===== src/rtl/lane_tick_scheduler.sv =====
// Lane movement scheduler: speed-scaled base tick, per-lane rate dividers and a
// round-robin arbiter that hands one lane shift at a time to the datapath.
//
// state   | meaning
// --------+-----------------------------------------------------------
// S_IDLE  | no offer; pick the next pending lane from rr_ptr upward
// S_OFFER | shift_valid high, shift_lane held until shift_ready
`timescale 1ns/1ps
module lane_tick_scheduler #(
   parameter int NUM_LANES = 8,
   parameter int BASE_PERIOD = 1024,
   parameter logic [2*NUM_LANES-1:0] LANE_MULT = 16'hE4E4
) (
   input  logic                         clk,
   input  logic                         reset,
   input  logic [2:0]                   speed,
   input  logic                         pause,
   input  logic                         clr_overrun,
   output logic                         base_tick,
   output logic                         shift_valid,
   output logic [$clog2(NUM_LANES)-1:0] shift_lane,
   input  logic                         shift_ready,
   output logic [NUM_LANES-1:0]         overrun
);

   localparam int CW = $clog2(7*BASE_PERIOD + 1);
   localparam int LW = $clog2(NUM_LANES);

   typedef enum logic {S_IDLE, S_OFFER} state_t;

   function automatic logic [LW-1:0] wrap_add(input logic [LW-1:0] base, input int k);
      int s;
      s = int'(base) + k;
      if (s >= NUM_LANES) s = s - NUM_LANES;
      return LW'(s);
   endfunction

   logic [2:0]           speed_q;
   logic [CW-1:0]        base_cnt;
   logic [CW-1:0]        period_m1;
   logic                 base_en;
   logic                 speed_chg;
   logic [1:0]           lane_cnt [NUM_LANES];
   logic [NUM_LANES-1:0] expire;
   logic [NUM_LANES-1:0] pending;
   logic [NUM_LANES-1:0] accept_vec;
   logic [NUM_LANES-1:0] ovr_set;
   state_t               state, state_n;
   logic [LW-1:0]        lane_n, rr_ptr, rr_n, pick;

   assign period_m1 = CW'(BASE_PERIOD * (8 - int'(speed)) - 1);
   assign base_en   = (speed != 3'd0) && !pause;
   assign speed_chg = (speed != speed_q);
   assign base_tick = base_en && !speed_chg && (base_cnt == period_m1);

   // A speed change restarts the period so the new rate starts from a clean phase.
   always_ff @(posedge clk) begin
      if (reset) begin
         speed_q  <= speed;
         base_cnt <= '0;
      end else begin
         speed_q <= speed;
         if (speed_chg || base_tick) base_cnt <= '0;
         else if (base_en)           base_cnt <= base_cnt + CW'(1);
      end
   end

   always_comb begin
      expire = '0;
      for (int i = 0; i < NUM_LANES; i++)
         expire[i] = base_tick && (lane_cnt[i] == LANE_MULT[2*i +: 2]);
   end

   always_ff @(posedge clk) begin
      if (reset) begin
         for (int i = 0; i < NUM_LANES; i++) lane_cnt[i] <= 2'd0;
      end else if (base_tick) begin
         for (int i = 0; i < NUM_LANES; i++)
            lane_cnt[i] <= expire[i] ? 2'd0 : lane_cnt[i] + 2'd1;
      end
   end

   always_comb begin
      accept_vec = '0;
      if (shift_valid && shift_ready) accept_vec[shift_lane] = 1'b1;
   end

   // Expiry on the accepted lane re-arms it without counting as an overrun.
   assign ovr_set = expire & pending & ~accept_vec;

   always_ff @(posedge clk) begin
      if (reset) begin
         pending <= '0;
         overrun <= '0;
      end else begin
         pending <= expire | (pending & ~accept_vec);
         overrun <= (clr_overrun ? '0 : overrun) | ovr_set;
      end
   end

   // Descending scan so the lowest offset from rr_ptr wins.
   always_comb begin
      pick = rr_ptr;
      for (int k = NUM_LANES - 1; k >= 0; k--) begin
         if (pending[wrap_add(rr_ptr, k)]) pick = wrap_add(rr_ptr, k);
      end
   end

   always_comb begin
      state_n = state;
      lane_n  = shift_lane;
      rr_n    = rr_ptr;
      case (state)
         S_IDLE: begin
            if (|pending) begin
               state_n = S_OFFER;
               lane_n  = pick;
            end
         end
         S_OFFER: begin
            if (shift_ready) begin
               state_n = S_IDLE;
               rr_n    = wrap_add(shift_lane, 1);
            end
         end
         default: state_n = S_IDLE;
      endcase
   end

   always_ff @(posedge clk) begin
      if (reset) begin
         state      <= S_IDLE;
         shift_lane <= '0;
         rr_ptr     <= '0;
      end else begin
         state      <= state_n;
         shift_lane <= lane_n;
         rr_ptr     <= rr_n;
      end
   end

   assign shift_valid = (state == S_OFFER);

endmodule


===== config.mk =====
export PLATFORM = sky130hd
export DESIGN_NAME = lane_tick_scheduler
export DESIGN_NICKNAME = d
export VERILOG_FILES = /design/src/rtl/lane_tick_scheduler.sv
export SDC_FILE = /design/constraint.sdc
export NUM_CORES = 1
export LEC_CHECK = 0
export CAP_MARGIN = 15
export CORE_ASPECT_RATIO = 1.75
export CORE_MARGIN = 3
export CORE_UTILIZATION = 30
export CTS_BUF_LIST = sky130_fd_sc_hd__clkbuf_16
export DETAILED_ROUTE_END_ITERATION = 12
export GPL_TIMING_DRIVEN = 0
export PLACE_DENSITY = 0.53
export SETUP_SLACK_MARGIN = 0.02
export SYNTH_ARGS = -nofsm -noshare
export SYNTH_HDL_FRONTEND = slang
export SYNTH_SLANG_ARGS = --single-unit

===== constraint.sdc =====
create_clock -name clk -period 6.8 [get_ports clk]
set_input_delay 1.36 -clock clk [delete_from_list [all_inputs] [get_ports clk]]
set_output_delay 1.36 -clock clk [all_outputs]
set_load 0.02 [all_outputs]

Word-level counts from Yosys, hierarchy flattened
Memory sizes are Yosys's and may differ from the RTL's.
Index checks and enable logic that the tools add are counted.
{ "op_classes": {"n_bitwise": 15, "n_reduce_logical": 23, "n_lt_le_gt_ge": 19, "n_eq_ne": 8, "addsub": 28, "muxes": 61} }
{ "op_table": {"columns": ["operator", "count"], "rows": [
  ["2-to-1 mux 3 bit", 17],
  ["less-than comparator 3 x 4 -> 1 bit, second input constant", 9],
  [">= comparator 4 bit, second input constant", 8],
  ["2-to-1 mux 2 bit", 16],
  ["subtractor 3 x 1 -> 3 bit, second input constant", 9],
  ["AND 8 bit", 3],
  ["binary-select mux 1 bit (select 3 bit)", 8],
  ["adder 2 x 1 -> 2 bit, second input constant", 8],
  ["adder 3 x 3 -> 4 bit, second input constant", 4],
  ["2-to-1 mux 1 bit", 16],
  ["2-to-1 mux 8 bit", 2],
  ["bitwise OR 8 bit", 2],
  ["adder 13 x 1 -> 13 bit, second input constant", 1],
  ["== test 13 bit", 1],
  ["logical AND 1 bit", 13],
  ["subtractor 13 x 2 -> 13 bit, second input constant", 1],
  ["adder 3 x 1 -> 4 bit, second input constant", 2],
  ["adder 3 x 2 -> 4 bit, second input constant", 2],
  ["== test 2 bit, second input constant", 4],
  ["inverter 8 bit", 1],
  ["bitwise OR 1 bit", 8],
  ["OR reduction 8 bit", 1],
  ["== test 2 x 1 -> 1 bit, second input constant", 2],
  [">= comparator 3 x 4 -> 1 bit, second input constant", 1],
  ["12 further kinds", 15]
]} }
{ "totals": {"mem_bits_rw": 16, "reg_bits": 39, "n_memories": 1} }
{ "memory_table": {"columns": ["memory", "depth", "width", "read_ports", "rd_ports_with_merged_regs", "write_ports", "line", "text"], "rows": [
  ["lane_cnt", 8, 2, 8, 0, 8, "43", "logic [1:0] lane_cnt [NUM_LANES];"]
]} }

Depth between registers and ports, before layout
Gate-level depths: netlist of run 1.
{ "depth": {"word_depth": 13, "ltp_mapped": 10, "depth_no_buf": 8} }

Least setup slack after synthesis of run 1
OpenSTA, ideal clock, no wires.
{ "synth_path": {"kind": "input-to-output", "startpoint": "input port speed[2]", "endpoint": "output port base_tick", "arrival_ns": 3.000, "t_required_ns": 5.440, "stages": 5, "setup_slack_ns": 2.440, "path_cell_list": "inv_1 ha_1 or4_1 nor4_2 clkbuf_1"} }
{ "synth_via": {"elab_chain_len": 4, "elab_cells_between_ends": 9, "classes_between": "2 x add/sub; 2 x eq/ne; 5 x reduce/logical"} }
{ "synth_rtl": {"columns": ["item", "line", "text"], "rows": [
  ["start, declared", "16", "input logic [2:0] speed,"],
  ["subtractor 1 x 3 -> 3 bit, or another cell as far along", "51", "assign period_m1 = CW'(BASE_PERIOD * (8 - int'(speed)) - 1);"],
  ["subtractor 13 x 2 -> 13 bit, or another cell as far along", "51", null],
  ["== test 13 bit / logical AND 1 bit (equally long branches)", "54", "assign base_tick = base_en && !speed_chg && (base_cnt == period_m1);"],
  ["logical AND 1 bit *", "54", null],
  ["end, declared", "19", "output logic base_tick,"]
]} }
Mark *: on every way between the ends. The rest lies on a longest branch, timed or not.

Worst setup path after layout of run 1
{ "layout_path": {"startpoint": "input port speed[1]", "endpoint": "output port base_tick"} }
The elaborated chain is that of the path after synthesis.

==> results.sh, run 1 <==
export IMPL_leakage_nw=1.21
export IMPL_fmax_mhz=172
export IMPL_period_minus_slack_ns=5.80
export IMPL_syn_nets=346
export IMPL_r2r_end="shift_lane[0]"
export IMPL_cts_buffer_depth=2
export IMPL_syn_inst=325
export IMPL_num_vias=2544
export IMPL_final_seq_area_mm2=0.00126
export IMPL_path_class="input pin to output pin"
export IMPL_p_per_area_mw_per_mm2=169
export IMPL_clkLatencyLatePin_ns=0.29
export IMPL_cts_made_buffers=5
export IMPL_finalHoldViolations=0
export IMPL_final_nets=373
export IMPL_synth_top_area_cell="dfxtp_1"
export IMPL_dieHeight_um=142
export IMPL_cpLargestDelayFamily="buffers and inverters"
export IMPL_multi_input_area_mm2=0.00177
export IMPL_rows=49
export IMPL_slew_headroom_pct=61.6
export IMPL_status="completed"
export IMPL_synth_seq_cells=55
export IMPL_worst_pin_slew_ns=0.576
export IMPL_hold_class="flop to flop"
export IMPL_r2r_start="rr_ptr[1]"
export IMPL_ios=21
export IMPL_fillers=1079
export IMPL_vdd_drop_max_mv=0.139
export IMPL_cpMaxStageDelayCell="clkdlybuf4s50_1"
export IMPL_diodes=0
export IMPL_synthDistinctLibCells=48
export IMPL_portBuffers=20
export IMPL_synth_most_common_cell="dfxtp_1"
export IMPL_min_to="overrun[6]"
export IMPL_syn_avg_cell_area_um2=9.78
export IMPL_fin_tns_setup_ns=0
export IMPL_cp_max_fo=10
export IMPL_grt_pass1_wl_um=12500
export IMPL_clkTransAtPathRegs_ns=0.07
export IMPL_synthArstFlopShare_pct=0
export IMPL_cts_tree="built"
export IMPL_die_area_mm2=0.0119
export IMPL_dr_pass1_iters=6
export IMPL_slew_viol_final=0
export IMPL_rsz0062_at_grt="false"
export IMPL_drive_gt1_share_pct=6.80
export IMPL_dr_first_iter_drc_count=120
export IMPL_yosysTopAreaCellShare_pct=24.6
export IMPL_detailed_place_hpwl_um=6130
export IMPL_wl_um=7880
export IMPL_start_util_pct=30.9
export IMPL_cpPeakStageDelay_ns=0.71
export IMPL_cts_hold_buf=0
export IMPL_start_kind="input pin"
export IMPL_rrSetupSlack_ns=3.30
export IMPL_via_per_inst=5.30
export IMPL_cp_num_buf_inv=3
export IMPL_antenna_found_initial=0
export IMPL_setup_viol=0
export IMPL_worstPathRequired_ns=5.44
export IMPL_drc_errors=0
export IMPL_area_growth_pct=15.8
export IMPL_ys_top_cells_by_area="dfxtp_1, edfxtp_1, mux4_1"
export IMPL_cts_resized=0
export IMPL_worstPathArrival_ns=4.44
export IMPL_yosysWarnings=0
export IMPL_wire_per_inst_um=16.4
export IMPL_fin_cells=480
export IMPL_ys_flop_type="dfxtp_1"
export IMPL_syn_area_mm2=0.00318
export IMPL_placed_cells=472
export IMPL_post_route_period_util_pct=85.3
export IMPL_grt_max_degree=18
export IMPL_hold_path_cell_count=2
export IMPL_crit_top_cell="clkdlybuf4s50_1"
export IMPL_clkSinkCount=55
export IMPL_r2r_cells=9
export IMPL_design_core_area_mm2=0.0103
export IMPL_grt_pass1_vias=2544
export IMPL_ant_nets=0
export IMPL_htree_levels=2
export IMPL_synth_edf_count=16
export IMPL_min_delay_start="overrun[6]"
export IMPL_cp_num_cells=7
export IMPL_postCtsSetupRepairBufs=0
export IMPL_gp_congestion=0.851
export IMPL_fp_dieW_um=83.8
export IMPL_end_kind="output pin"
export IMPL_drv_cap=0
export IMPL_ys_top_cells_by_count="dfxtp_1, nand2_1, nor2_1"
export IMPL_skew_ns=0.00650
export IMPL_ys_seq_area_share_pct=39.7
export IMPL_clockRootBuffer="clkbuf_16"
export IMPL_grtUsageTotal_pct=13.3
export IMPL_overflow=0
export IMPL_critical_path_cell_chain="clkdlybuf4s50_1, nor2_1, ha_1, or4_1, nor4_2, clkbuf_1, clkdlybuf4s50_1"
-- sequential cells by signal, indices dropped and copies added, names as in the netlist --
signal,count
base_cnt,13
lane_cnt,16
overrun,8
pending,8
rr_ptr,3
shift_lane,3
shift_valid,1
speed_q,3
-- layout make-up --
type                            instances  area share [%]
Multi-Input combinational cell        242            48.2
Sequential cell                        55            34.3
Timing Repair Buffer                   20            5.44
Tap cell                              127            4.32
Clock buffer                            5            3.40
Buffer                                 14            2.45
Inverter                               14            1.43
Clock inverter                          3           0.510
-- kinds of logic after synthesis --
group,synth area share [%]
AO/OA/AOI/OAI,13.9
XOR/XNOR,5.51
adder cells (fa/ha/maj),5.12
buffers and inverters,4.49
flip-flops,39.7
multiplexers,13.1
AND/OR/NAND/NOR,18.1
-- report_power, final --
part	internal, mW	total (mW)	switching [mW]	leakage (nW)
combinational	0.0116	0.0271	0.0155	0.654
clock	0.136	0.253	0.116	0.0718
sequential	0.342	0.343	0.00187	0.485
-- per-stage QoR --
step	setup slack [ns]	hold WS (ns)	total power, mW	util (%)	instance area, um2
after detailed placement	1.01	0.464	0.379	34.3	3540
final	0.997	0.472	0.623	35.7	3680
after CTS	0.991	0.479	0.633	35.7	3680
after global placement	0.971	0.461	0.378	34.3	3540
after floorplan	2.44	0.471	0.367	-	3180
after global routing	0.806	0.498	0.646	35.7	3680
-- metal layers --
metal | vias to the layer above | GRT usage [%] | wire length, um
met3 | 23 | 2.09 | 174
li1 | 1255 | - | -
met4 | 0 | 7.88 | 378
met2 | 53 | 26.1 | 4390
met5 | - | 0 | 0
met1 | 1213 | 12.8 | 2930
-- worst max-delay path by stage --
stage / startpoint / to / slack [ns]
3_5_place_dp: speed[1] / base_tick / 1.01
4_1_cts: speed[1] / base_tick / 0.99
3_3_place_gp: speed[1] / base_tick / 0.97
6_report: speed[1] / base_tick / 1.0
2_1_floorplan: speed[2] / base_tick / 2.44
5_1_grt: speed[1] / base_tick / 0.81
-- cell usage in the layout (no fill, tap or decap), types with 2 or more instances in the layout --
cell type / Yosys / layout
buf_6: 2 / 2
a22oi_1: 3 / 3
o21ai_0: 12 / 12
ha_1: 13 / 13
or3_1: 3 / 3
buf_2: 2 / 2
nor3_1: 10 / 10
or4_1: 2 / 2
buf_1: 2 / 2
mux2i_1: 11 / 11
a221oi_1: 3 / 3
mux4_1: 7 / 7
o31ai_1: 4 / 4
a211oi_1: 6 / 6
edfxtp_1: 16 / 16
nor2_1: 27 / 27
nand2_1: 31 / 31
nand4_1: 5 / 5
nand3_1: 5 / 5
mux4_2: 3 / 3
nor2b_1: 2 / 2
inv_1: 14 / 14
a31oi_1: 2 / 2
nand2b_1: 17 / 17
a21oi_1: 23 / 23
xor2_1: 9 / 9
o2111ai_1: 7 / 7
dfxtp_1: 39 / 39
mux2_2: 5 / 5
clkbuf_16: 0 / 5
clkbuf_1: 6 / 6
clkdlybuf4s50_1: 0 / 20
nor4_1: 2 / 2
a32oi_1: 3 / 3
clkbuf_8: 2 / 2
xnor2_1: 11 / 11
nor3b_1: 3 / 3
-- worst min-delay path, stage by stage, from the launching register on --
cell and delay, ns:
dfxtp_1 0.31, nand2b_1 0.06, a21oi_1 0.05
Note: power is estimated with default switching activity, not from simulation.
==> inputs of run 2 (changes only) <==
Settings changed: ABC_AREA set to 1.
==> run 2 against run 1 <==
Synthesized area is 1.2% lower; critical endpoint unchanged; register-to-register slack better by 1.0 ns; largest cell class unchanged; wire length is 9.6% lower; die area is 1.2% lower; clock skew hardly changed; total power is 0.62% lower.
==> results.sh, run 2 <==
export IMPL_status="completed"
export IMPL_final_cell_mix="nand2_1, inv_1, nor2_1"
export IMPL_die_area_mm2=0.0118
export IMPL_cts_resized=0
export IMPL_dr_pass1_iters=4
export IMPL_slew_headroom_pct=53.1
export IMPL_synth_top_area_cell="dfxtp_1"
export IMPL_cpPeakStageDelay_ns=0.59
export IMPL_postCtsSetupRepairBufs=0
export IMPL_synthArstFlopShare_pct=0
export IMPL_fin_tns_setup_ns=0
export IMPL_final_common_cell="nand2_1"
export IMPL_via_per_inst=4.65
export IMPL_ys_top_cells_by_count="nand2_1, inv_1, nor2_1"
export IMPL_synth_most_common_cell="nand2_1"
export IMPL_fp_dieW_um=83.3
export IMPL_worst_pin_slew_ns=0.701
export IMPL_grt_pass1_wl_um=12000
export IMPL_hold_class="flop to flop"
export IMPL_largest_register="lane_cnt"
export IMPL_worstPathArrival_ns=3.78
export IMPL_skew_ns=0.00686
export IMPL_drc_errors=0
export IMPL_period_minus_slack_ns=5.14
export IMPL_grt_max_degree=17
export IMPL_rrSetupSlack_ns=4.34
export IMPL_start_util_pct=31.3
export IMPL_slew_viol_final=0
export IMPL_clockRootBuffer="clkbuf_16"
export IMPL_dr_first_iter_drc_count=98
export IMPL_synth_seq_cells=55
export IMPL_fmax_mhz=194
export IMPL_cp_max_fo=6
export IMPL_num_vias=2653
export IMPL_gp_congestion=0.884
export IMPL_cts_hold_buf=0
export IMPL_synth_edf_count=16
export IMPL_cts_tree="built"
export IMPL_portBuffers=19
export IMPL_cts_buffer_depth=2
export IMPL_clkLatencyLatePin_ns=0.29
export IMPL_dieHeight_um=141
export IMPL_ys_flop_type="dfxtp_1"
export IMPL_cp_num_buf_inv=4
export IMPL_wire_per_inst_um=12.5
export IMPL_cpMaxStageDelayCell="clkdlybuf4s50_1"
export IMPL_ys_top_cells_by_area="dfxtp_1, edfxtp_1, nand2_1"
export IMPL_clkTransAtPathRegs_ns=0.07
export IMPL_syn_avg_cell_area_um2=7.49
export IMPL_start_kind="input pin"
export IMPL_p_per_area_mw_per_mm2=171
export IMPL_yosysWarnings=0
export IMPL_rows=48
export IMPL_ios=21
export IMPL_finalHoldViolations=0
export IMPL_ant_nets=0
export IMPL_critical_path_cell_chain="clkdlybuf4s50_1, nor2_1, ha_1, nor2_4, inv_1, nor3_1, and3_1, nand2_1, inv_1, clkdlybuf4s50_1"
export IMPL_overflow=0
export IMPL_cts_made_buffers=5
export IMPL_worstPathRequired_ns=5.44
export IMPL_fillers=1040
export IMPL_drive_gt1_share_pct=9.42
export IMPL_yosysTopAreaCellShare_pct=24.9
export IMPL_detailed_place_hpwl_um=5710
export IMPL_leakage_nw=1.47
export IMPL_end_kind="output pin"
export IMPL_htree_levels=2
export IMPL_post_route_period_util_pct=75.6
export IMPL_syn_nets=440
export IMPL_antenna_found_initial=0
export IMPL_grt_pass1_vias=2714
export IMPL_area_growth_pct=15.4
export IMPL_path_class="input pin to output pin"
export IMPL_synthDistinctLibCells=35
export IMPL_place_area_mm2=0.00349
export IMPL_stdcell_area_mm2=0.00362
export IMPL_grtUsageTotal_pct=12.6
export IMPL_drv_cap=0
export IMPL_vdd_drop_max_mv=0.131
export IMPL_cpLargestDelayFamily="buffers and inverters"
export IMPL_design_core_area_mm2=0.0100
export IMPL_largest_reg_flops=16
export IMPL_rsz0062_at_grt="false"
export IMPL_diodes=0
export IMPL_top_regs="lane_cnt (16), base_cnt (13)"
export IMPL_wl_um=7120
export IMPL_clkSinkCount=55
export IMPL_syn_inst=419
export IMPL_setup_viol=0
export IMPL_ys_seq_area_share_pct=40.2
export IMPL_final_nets=466
export IMPL_syn_area_mm2=0.00314
[run 2: final timing paths]
| kind | from | end | depth (start not counted) |
|---|---|---|---|
| setup / recovery | speed[1] | base_tick | 10 |
| hold / removal | overrun[3] | overrun[3] | 2 |
| setup reg to reg | rr_ptr[0] | shift_lane[0] | 19 |
| hold reg to reg | overrun[3] | overrun[3] | 2 |
[run 2: routing by layer]
layer	global-route usage, %	share of wire (%)
met1	12.0	39
met5	0	0
met3	1.74	1.3
met4	6.63	2.7
met2	25.4	57
[run 2: logic make-up (layout without fill, tap and decap cells)]
group	Yosys count	in the layout	synth area share, %
AND/OR/NAND/NOR	212	212	31.4
buffers and inverters	76	103	10.1
flip-flops	55	55	40.2
AO/OA/AOI/OAI	48	48	8.65
XOR/XNOR	15	15	4.42
adder cells (fa/ha/maj)	13	13	5.18
[run 2: worst reg2reg max path: stages (launching register included)]
cell and delay, ns:
dfxtp_1 0.35, buf_6 0.16, inv_4 0.04, buf_8 0.14
ha_1 0.46, inv_1 0.21, nand3_1 0.20, nand3_2 0.12
nand2_2 0.11, inv_1 0.04, nand2_1 0.06, nand2_1 0.05
nand2_1 0.06, nand2_1 0.05, nand2_1 0.07, nand2_1 0.05
nand2_1 0.05, nand3_1 0.07, nand2_1 0.06, inv_1 0.04
[run 2: final cells by class]
| class | instances | area, um2 | area share, % |
|---|---|---|---|
| timing repair buffer | 19 | 190 | 5.25 |
| inverter | 68 | 258 | 7.12 |
| clock inverter | 3 | 11.3 | 0.311 |
| tap | 125 | 156 | 4.32 |
| multi-input combinational | 288 | 1560 | 43.1 |
| clock buffer | 5 | 125 | 3.45 |
| buffer | 8 | 60.1 | 1.66 |
| sequential | 55 | 1260 | 34.8 |
[run 2: stage by stage]
step | setup WS [ns] | util, % | total power, mW | std cells | hold slack, ns
2_1_floorplan | 3.01 | - | 0.373 | 419 | 0.443
3_3_place_gp | 1.60 | 34.8 | 0.383 | 563 | 0.453
5_1_grt | 1.47 | 36.1 | 0.646 | 571 | 0.494
3_5_place_dp | 1.59 | 34.8 | 0.383 | 563 | 0.459
6_report | 1.66 | 36.1 | 0.619 | 571 | 0.466
4_1_cts | 1.60 | 36.1 | 0.631 | 571 | 0.470
[run 2: where the power goes]
part | leakage [nW] | switching (mW) | total [mW] | internal [mW]
combinational | 0.934 | 0.0179 | 0.0292 | 0.0113
clock | 0.0701 | 0.111 | 0.244 | 0.133
sequential | 0.470 | 0.00255 | 0.346 | 0.344
==> RTL change (flow settings as in run 2) <==
Register the output `overrun` once more, without a reset; this adds one clock of latency there. The other outputs are not delayed to match.
--- a/src/rtl/lane_tick_scheduler.sv
+++ b/src/rtl/lane_tick_scheduler.sv
@@ -27,6 +27,8 @@
    localparam int LW = $clog2(NUM_LANES);
 
    typedef enum logic {S_IDLE, S_OFFER} state_t;
+
+   logic [NUM_LANES-1:0] overrun_s0;
 
    function automatic logic [LW-1:0] wrap_add(input logic [LW-1:0] base, input int k);
       int s;
@@ -91,10 +93,10 @@
    always_ff @(posedge clk) begin
       if (reset) begin
          pending <= '0;
-         overrun <= '0;
+         overrun_s0 <= '0;
       end else begin
          pending <= expire | (pending & ~accept_vec);
-         overrun <= (clr_overrun ? '0 : overrun) | ovr_set;
+         overrun_s0 <= (clr_overrun ? '0 : overrun_s0) | ovr_set;
       end
    end
 
@@ -141,5 +143,9 @@
 
    assign shift_valid = (state == S_OFFER);
 
+   always_ff @(posedge clk) begin
+      overrun <= overrun_s0;
+   end
+
 endmodule
 
Function: same outputs for any inputs over 10 cycles, from zero or initial values and one cycle with reset high; that may be too few to reach the edited logic, so the function may still have changed.
==> RTL change against run 2 <==
Total power rose by 44%. Clock skew rose by 0.00089 ns. Via count rose by 3.0%. Cell count rose by 2.8%. Worst setup slack got worse by 0.071 ns. Sequential cell count rose by 8. Largest power group is now the clock network. Routed wire length rose by 3.4%. Design area rose by 9.4%. Register-to-register slack improved by 0.08 ns. Area after synthesis rose by 5.2%. Hold slack got worse by 0.11 ns. Clock power rose by 91%.
==> RTL change: results (changes against run 2) <==
Hpwl dp: 5890 µm (+3.2%)
Worst-Skew Late Latency: 0.33 ns (+0.04 ns)
Hold Crit Start: overrun_s0[5]$_SDFF_PP0_
Status: completed
Multi-input combinational area share: 0.397 (-0.0337)
PnR worst setup slack: 1.59 ns (-0.0708 ns)
RD Place Congestion: 0.811 (-8.2%)
WL final: 7360 µm (+3.4%)
Fillers: 1091 (+4.9%)
Critical R2R Launch: rr_ptr[1]$_SDFFE_PP0P_
R2R cell count: 18 (-1)
Placed Area: 0.00366 mm² (+4.9%)
Routed wl met2: 4260 µm (+5.3%)
Met1 wire length: 2590 µm (-7.2%)
Synthesized instance count: 422 (+0.72%)
Syn_nets: 443 (+0.68%)
Met2 usage: 0.264 (+0.00972)
Final setup skew: 0.00776 ns (+0.000892 ns)
Final nets: 473 (+1.5%)
Reg-to-reg slack, setup: 4.42 ns (+0.08 ns)
Synth cell types: 34 (-2.9%)
Largest cells by area after synthesis: dfxtp_1, edfxtp_1, nand2_1
Pre-Repair DR Iteration Count: 7 (+3)
Routed wire per std cell: 12.5 µm (+0.61%)
Multi-input logic cell count: 284 (-1.4%)
NonClk Buf Share: 0.0616 (-0.00749)
Vias in the first global route: 2748 (+1.3%)
H-tree levels: 3 (+1)
Worst Hold Depth: 0 (-2)
Largest net degree at the start of global routing: 18 (+1)
Overall Global Routing Usage: 0.131 (+0.00499)
M1 GR Usage: 0.113 (-0.00662)
Leakage: 1.66 nW (+12%)
VDD IR max: 0.132 mV (+0.29%)
First-pass GRT wire length: 12500 µm (+4.2%)
Crit path from: speed[0]
Share of cells above drive strength 1: 0.129 (+0.0349)
Register area: 0.00142 mm² (+13%)
Non-CTS buffers: 26 (-3.7%)
Tap Cells: 130 (+4.0%)
CTS sink cnt: 63 (+15%)
[RTL change: cell types whose count changed after synthesis, sizes merged, moves of 3 or more]
| cell | before | now |
|---|---|---|
| nand4 | 2 | 6 |
| dfxtp | 39 | 47 |
| nor3 | 8 | 3 |
| nor4 | 5 | 2 |
[RTL change: worst max-delay path, delay by kind of cell]
family                     cells  cell delay [ns]
adders and majority gates      1             0.22
buffers and inverters          5             1.42
and+or+nand+nor                7             0.83
[RTL change: report_power, final]
group	leakage, nW	internal, mW	switching (mW)
Combinational	0.967	0.0123	0.0194
Clock	0.157	0.314	0.152
Sequential	0.534	0.391	0.00264
[RTL change: cell families (layout without fill, tap and decap cells)]
logic type	Yosys count	after routing	synth area share
AOI/OAI and AO/OA	44	44	0.0754
xor gates and xnor gates	16	16	0.0424
adders and majority gates	13	13	0.0492
DFF	63	63	0.430
and+or+nand+nor	211	211	0.309
buffers and inverters	75	110	0.0936
